## config.mk

```make
export PLATFORM = sky130hd
export DESIGN_NAME = wash_cycle_ctrl
export DESIGN_NICKNAME = d
export VERILOG_FILES = /design/src/rtl/wash_cycle_ctrl.sv
export SDC_FILE = /design/constraint.sdc
export NUM_CORES = 1
export LEC_CHECK = 0
export ABC_AREA = 1
export CAP_MARGIN = 20
export CORE_AREA = 3 3 91 93
export CTS_BUF_LIST = sky130_fd_sc_hd__clkbuf_8 sky130_fd_sc_hd__clkbuf_16
export DETAILED_ROUTE_END_ITERATION = 16
export DIE_AREA = 0 0 94 96
export SLEW_MARGIN = 20
export SYNTH_ARGS = -nofsm -noshare
export SYNTH_HDL_FRONTEND = slang
export SYNTH_SLANG_ARGS = --single-unit
export TNS_END_PERCENT = 50
```

## constraint.sdc

```tcl
create_clock -name clk -period 6.59 [get_ports clk]
set_input_delay 0.9885 -clock clk [delete_from_list [all_inputs] [get_ports clk]]
set_output_delay 0.9885 -clock clk [all_outputs]
set_load 0.02 [all_outputs]
```

## src/rtl/wash_cycle_ctrl.sv

```systemverilog
// wash_cycle_ctrl -- washing-machine cycle sequencer.
//
// Walks IDLE -> FILL -> WASH -> RINSE -> SPIN -> IDLE. When double wash is
// selected, RINSE loops back to WASH exactly once before SPIN. Every timed
// state is left when the external timer reports finish while no pause is
// requested. A watchdog forces a sticky FAULT if a timed state is occupied
// for WDOG_MAX unpaused cycles without a finish.
//
// Ports:
//   clk, rst_n      clock, asynchronous active-low reset
//   coin_in         start request (level), honoured only in IDLE
//   double_wash     double-wash select, latched with coin_in
//   clk_freq_sel    timer clock-rate code, latched with coin_in
//   pause_req       lid-open / pause request (level)
//   timer_finish    timer expired (level or pulse)
//   state_time      one-cycle timer reload pulse on entry to each timed state
//   double_time     timer doubles duration (high during WASH when double)
//   timer_pause     registered pause_req while in a timed state
//   clk_freq        latched clk_freq_sel
//   wash_done       one-cycle pulse when SPIN completes
//   fault           sticky watchdog error
//   state           IDLE=0 FILL=1 WASH=2 RINSE=3 SPIN=4 FAULT=7
module wash_cycle_ctrl #(
  parameter int unsigned          WDOG_W   = 32,
  parameter logic [WDOG_W-1:0]    WDOG_MAX = WDOG_W'(1000000)
) (
  input  logic       clk,
  input  logic       rst_n,
  input  logic       coin_in,
  input  logic       double_wash,
  input  logic [1:0] clk_freq_sel,
  input  logic       pause_req,
  input  logic       timer_finish,
  output logic       state_time,
  output logic       double_time,
  output logic       timer_pause,
  output logic [1:0] clk_freq,
  output logic       wash_done,
  output logic       fault,
  output logic [2:0] state
);

  typedef enum logic [2:0] {
    IDLE  = 3'd0,
    FILL  = 3'd1,
    WASH  = 3'd2,
    RINSE = 3'd3,
    SPIN  = 3'd4,
    FAULT = 3'd7
  } state_e;

  state_e            state_q, state_d;
  logic              dbl_q, dbl_d;
  logic              second_q, second_d;
  logic [1:0]        freq_q, freq_d;
  logic [WDOG_W-1:0] wdog_q, wdog_d;
  logic              state_time_q, state_time_d;
  logic              double_time_q, double_time_d;
  logic              timer_pause_q, timer_pause_d;
  logic              wash_done_q, wash_done_d;
  logic              fault_q, fault_d;

  logic              timed_q;
  logic              timed_d;
  logic              advance;
  logic [WDOG_W-1:0] wdog_inc;

  assign timed_q  = state_q inside {FILL, WASH, RINSE, SPIN};
  assign timed_d  = state_d inside {FILL, WASH, RINSE, SPIN};
  // Pause has priority over finish.
  assign advance  = timed_q && timer_finish && !pause_req;
  assign wdog_inc = wdog_q + WDOG_W'(1);

  // State and datapath registers.
  always_ff @(posedge clk or negedge rst_n) begin
    if (!rst_n) begin
      state_q       <= IDLE;
      dbl_q         <= 1'b0;
      second_q      <= 1'b0;
      freq_q        <= '0;
      wdog_q        <= '0;
      state_time_q  <= 1'b0;
      double_time_q <= 1'b0;
      timer_pause_q <= 1'b0;
      wash_done_q   <= 1'b0;
      fault_q       <= 1'b0;
    end else begin
      state_q       <= state_d;
      dbl_q         <= dbl_d;
      second_q      <= second_d;
      freq_q        <= freq_d;
      wdog_q        <= wdog_d;
      state_time_q  <= state_time_d;
      double_time_q <= double_time_d;
      timer_pause_q <= timer_pause_d;
      wash_done_q   <= wash_done_d;
      fault_q       <= fault_d;
    end
  end

  // Next-state logic, including option latching and the watchdog.
  always_comb begin
    state_d  = state_q;
    dbl_d    = dbl_q;
    second_d = second_q;
    freq_d   = freq_q;
    wdog_d   = wdog_q;
    case (state_q)
      IDLE: begin
        if (coin_in) begin
          state_d = FILL;
          dbl_d   = double_wash;
          freq_d  = clk_freq_sel;
          wdog_d  = '0;
        end
      end
      FILL, WASH, RINSE, SPIN: begin
        if (advance) begin
          wdog_d = '0;
          case (state_q)
            FILL:  state_d = WASH;
            WASH:  state_d = RINSE;
            RINSE: begin
              if (dbl_q && !second_q) begin
                state_d  = WASH;
                second_d = 1'b1;
              end else begin
                state_d = SPIN;
              end
            end
            default: begin
              state_d  = IDLE;
              second_d = 1'b0;
            end
          endcase
        end else if (!pause_req) begin
          // The cycle that would make the count reach WDOG_MAX trips the fault.
          if (wdog_inc == WDOG_MAX) begin
            state_d = FAULT;
          end else begin
            wdog_d = wdog_inc;
          end
        end
      end
      FAULT: state_d = FAULT;
      default: state_d = IDLE;
    endcase
  end

  // Registered outputs are derived from the upcoming state so they line up
  // with the state they describe.
  always_comb begin
    state_time_d  = timed_d && (state_d != state_q);
    double_time_d = (state_d == WASH) && dbl_d;
    timer_pause_d = pause_req && timed_d;
    wash_done_d   = (state_q == SPIN) && advance;
    fault_d       = fault_q || (state_d == FAULT);
  end

  assign state_time  = state_time_q;
  assign double_time = double_time_q;
  assign timer_pause = timer_pause_q;
  assign clk_freq    = freq_q;
  assign wash_done   = wash_done_q;
  assign fault       = fault_q;
  assign state       = state_q;

endmodule

```

# == Word level (Yosys, flattened, before mapping) ==
# Cells that the tools add are included.
# W data, S select, Z words.
# op_classes
mux,16
reduce_logical,19
n_eq_ne,16
n_bitwise,1
n_addsub,1
# ops
op,n
$mux W32,4
$pmux W32 S2,1
$add A32 B1 Y32 const B,1
$eq A32 B20 Y1 const B,1
$pmux W3 S3,2
$mux W3,5
$eq A3 B2 Y1 const B,4
$eq A3 B3 Y1 const B,4
$reduce_and A4 Y1,2
$reduce_bool A4 Y1,2
$logic_and A1 B1 Y1,7
$eq A3 B1 Y1 const B,2
$ne A3 B3 Y1 const B,2
$reduce_or A4 Y1,1
$logic_not A3 Y1,1
$mux W1,3
$ne A3 B3 Y1,1
$logic_not A1 Y1,2
$ne A2 B1 Y1 const B,1
$ne A2 B2 Y1 const B,1
$pmux W1 S2,1
$reduce_and A2 Y1,1
$reduce_bool A2 Y1,1
$reduce_or A2 Y1,1
other kinds (2),2
# totals
output_inout_bits,10
inputBits,8
elab_cells,63
register_bits,44

# == Logic depth before layout (Yosys ltp) ==
# depth
word_depth,9
depth_mapped,21
depth_no_buf,21

# == Worst setup path after synthesis ==
# OpenSTA, ideal clock, no wires.
# synth_path
path_kind,input -> register
from,input port pause_req
to,"register timer_pause_q, in the netlist timer_pause"
path_buffers,0
required_ps,6467
arrival_time_ps,2129
slack_ps,4339
setup_time_ps,123
path_stages,12
cell_sequence,inv_1 nand2_1 nor2_1 nor2_1 inv_1 o31ai_1 nand2_1 nand2_2 nor2_1 nand2_1 nand2_1 nor2_1
# synth_between
elab_chain_cells,7
word_cells_on_any_way,11
cone_classes,eq/ne (4); mux (3); reduce/logical (4)
# synth_lines
element,line_no,text
from (decl),32,"input logic pause_req,"
$logic_not A1 Y1,--,
$logic_and A1 B1 Y1,71,assign advance = timed_q && timer_finish && !pause_req;
$mux W3 *,118,if (advance) begin
$pmux W3 S3 *,108,case (state_q)
named net state_d[1],52,"state_e state_q, state_d;"
$eq A3 B1 Y1 (tied with other cells),69,"assign timed_d = state_d inside {FILL, WASH, RINSE, SPIN};"
$reduce_bool A4 Y1 *,69,
$logic_and A1 B1 Y1 *,155,timer_pause_d = pause_req && timed_d;
named net timer_pause_d,59,"logic timer_pause_q, timer_pause_d;"
to (signal assigned),95,timer_pause_q <= timer_pause_d;
to (decl),59,
# The timed path passes the listed nets; every way through them passes the cells marked *.
# A chain may end at the register's enable or synchronous reset.

# == Final worst setup path ==
# layout_path
from,register wdog_q[0]
to,register wdog_q[2]
# layout_between
elab_chain_cells,5
word_cells_on_any_way,8
cone_classes,add/sub (1); eq/ne (2); mux (4); reduce/logical (1)
# layout_lines
element,line_no,text
from (decl),56,"logic [WDOG_W-1:0] wdog_q, wdog_d;"
from (signal assigned),92,wdog_q <= wdog_d;
$add A32 B1 Y32 *,72,assign wdog_inc = wdog_q + WDOG_W'(1);
branches (longest 4 deep; another with $eq A32 B20 Y1),--,
# Mark *: on every way between the ends. The select of a mux whose other input is x is not followed.

==> impl_metrics.json <==
{
  "slew_headroom_pct": 59.4,
  "grt_max_degree": 65,
  "grt_pass1_vias": 2663,
  "synth_nets": 474,
  "clock_sinks": 44,
  "cts-hold-fix-buffers": 0,
  "reg2reg_depth": 19,
  "final_cell_mix": "nand2_1 (191), nor2_1 (73), dfrtp_1 (44)",
  "start_util_pct": 39.8,
  "p_comb_share_pct": 48.0,
  "final_util_pct": 44.0,
  "grt_setup_unrepaired": "false",
  "ios": 18,
  "power_leakage_nw": 1.38,
  "grt_usage_pct": 17.6,
  "maxSlewViolCount": 0,
  "clock_skew_ps": 8.61,
  "r2r_slack_ps": 3490,
  "intPower_w": 0.000527,
  "power.density_nw_per_um2": 301,
  "swShare_pct": 47.8,
  "cp.arrival_ps": 3300,
  "setup_viol": 0,
  "synth_edf_count": 0,
  "status": "completed",
  "period_minus_slack_ps": 3100,
  "critPathRequiredTime_ps": 6790,
  "pwr-share-clk_pct": 17.9,
  "root_buffer": "clkbuf_8",
  "p_seq_share_pct": 34.2,
  "fin_crit_sh_pct": 47.0,
  "dr_wl_met3_um": 256,
  "dr.max_layer_used": "met4",
  "layout_commonest_cell": "nand2_1",
  "fmaxAchievable_mhz": 323,
  "worstMarginPinSlew_ps": 609,
  "dp_hpwl_um": 5380,
  "core_um2": 7610,
  "wire_per_inst_um": 12.3,
  "nets": 490,
  "die_x_um": 94,
  "hold_depth": 2,
  "critPathLaunchType": "register",
  "clkLatencyLatePin_ps": 300,
  "async_reset_ff_share_pct": 100,
  "wl_met1_um": 3550,
  "rows": 32,
  "synth_seq_cells": 44,
  "ys.flop_type": "dfrtp_1",
  "rr_startpoint": "wdog_q[0]",
  "wl_um": 7190,
  "path_class": "register to register",
  "tns_ps": 0,
  "antenna_cells": 0,
  "cts_tree": "yes",
  "p_sw_w": 0.000483,
  "drc": 0,
  "max_flop_register": "wdog_q",
  "htreeDepth": 2,
  "peakVddDrop_uv": 221,
  "antenna_found_initial": 0,
  "min-delay-start": "fault",
  "wl_met2_um": 3330,
  "hold_viol": 0,
  "cts.repair.resized": 0,
  "drtIter0Drc": 131,
  "post_cts_buffers": 0,
  "grt_pass1_wl_um": 12600,
  "end_kind": "register",
  "fillers": 855,
  "timing.rr.end": "wdog_q[2]",
  "die_h_um": 96,
  "yosysSeqAreaShare_pct": 36.4,
  "drt_pre_antenna_iters": 4,
  "via_per_inst": 4.82,
  "layout-drive-gt1-share_pct": 5.19,
  "clk_pin_slew_ps": 100,
  "place.gp.congestion": 0.875,
  "largest_register_ff_count": 32,
  "crit_fanout": 64,
  "yosys.cell_types.count": 25,
  "portBuffers": 17,
  "via_count": 2814,
  "cts-buffers-inserted": 5,
  "hold_path_end": "fault",
  "ys_warn_count": 0,
  "design.die.area_um2": 9020,
  "synthCells": 465,
  "clk_path_buf_depth": 2,
  "drtAntennaViolNets": 0,
  "synth_area_um2": 3020,
  "grt-ovfl-total": 0,
  "syn2layout_area_growth_pct": 10.7,
  "hold_class": "register to register",
  "syn_area_per_cell_um2": 6.50,
  "cap_violations": 0
}
-- kinds of logic (layout without fill, tap and decap cells) --
family          count (synthesis)  after routing  share of synthesized area, %
flops                          44             44                          36.4
buf+inv                        51             68                          7.70
xor+xnor                        5              5                          1.45
fa+ha+maj                       1              1                         0.414
compound gates                 47             47                          9.31
simple gates                  315            315                          44.0
mux                             2              2                         0.745
-- power groups by stage --
stage          combinational [W]  clock [W]  sequential, W
2_1_floorplan           0.000387          0       0.000368
6_report                0.000484   0.000180       0.000345
4_1_cts                 0.000489   0.000186       0.000345
5_1_grt                 0.000553   0.000199       0.000351
3_5_place_dp            0.000486          0       0.000351
3_3_place_gp            0.000481          0       0.000351
-- worst max path at each step --
stage                     startpoint     endpoint  slack [ps]  depth (start not counted)
after floorplan            pause_req  timer_pause        4340                         12
after global placement     pause_req  timer_pause        3280                         14
after detailed placement   pause_req  timer_pause        3160                         14
after CTS                  pause_req  timer_pause        3490                         14
after global routing       wdog_q[0]    wdog_q[6]        3040                         18
final                      wdog_q[0]    wdog_q[2]        3490                         19
-- worst max-delay path, cell delays in order, from the launching register on --
cell      delay, ps
dfrtp_1         450
ha_1            230
nand2_2          90
nor2_4          150
nand2_1         150
nor2_1          200
nor2_1           60
nor2_1          160
nand2_1          80
nor2_1           90
nand2_1          90
nor2_1          150
nand4_1         110
nand2_1          80
nand2_1          80
o21ai_4          60
buf_4           510
o21bai_1        120
inv_1            70
nor2_1           40
-- final cells by class --
cell class	count	area [um2]	area share, %
Sequential cell	44	1100	32.9
Multi-Input combinational cell	370	1690	50.5
Inverter	41	154	4.60
Clock inverter	3	23.8	0.710
Timing Repair Buffer	19	183	5.46
Clock buffer	5	68.8	2.06
Tap cell	102	128	3.81
-- metal layers --
metal	up-vias	track usage (%)
li1	1495	-
met3	4	2.97
met2	37	29.9
met5	-	0
met4	0	3.61
met1	1278	23.7
-- synthesized netlist by cell type (2+ instances only) --
cell type	n	share of area, %
inv_1	41	5.1
buf_6	5	1.9
o21bai_1	2	0.50
a21oi_1	6	0.99
dfrtp_1	44	36
mux2_2	2	0.74
nand3b_1	15	3.7
nor2_1	73	9.1
nor3_1	2	0.33
xor2_1	2	0.58
nand4_1	3	0.62
nand2_2	6	1.2
clkbuf_1	4	0.50
nand3_1	17	2.8
o21ai_1	20	3.3
xnor2_1	3	0.87
nor2_4	5	1.9
o21ai_0	6	0.99
and2_1	2	0.41
nand2_1	191	24
o31ai_1	12	3.0
-- through the flow --
step	instances	hold slack (ps)	setup WS, ps	power (W)	cell area (um2)
6_report	584	480	3490	0.00101	3350
5_1_grt	584	531	3040	0.00110	3350
4_1_cts	584	485	3490	0.00102	3350
3_5_place_dp	576	460	3160	0.000837	3250
3_3_place_gp	576	454	3280	0.000832	3250
2_1_floorplan	465	465	4340	0.000755	3020
Power figures use the tool's default switching activity.
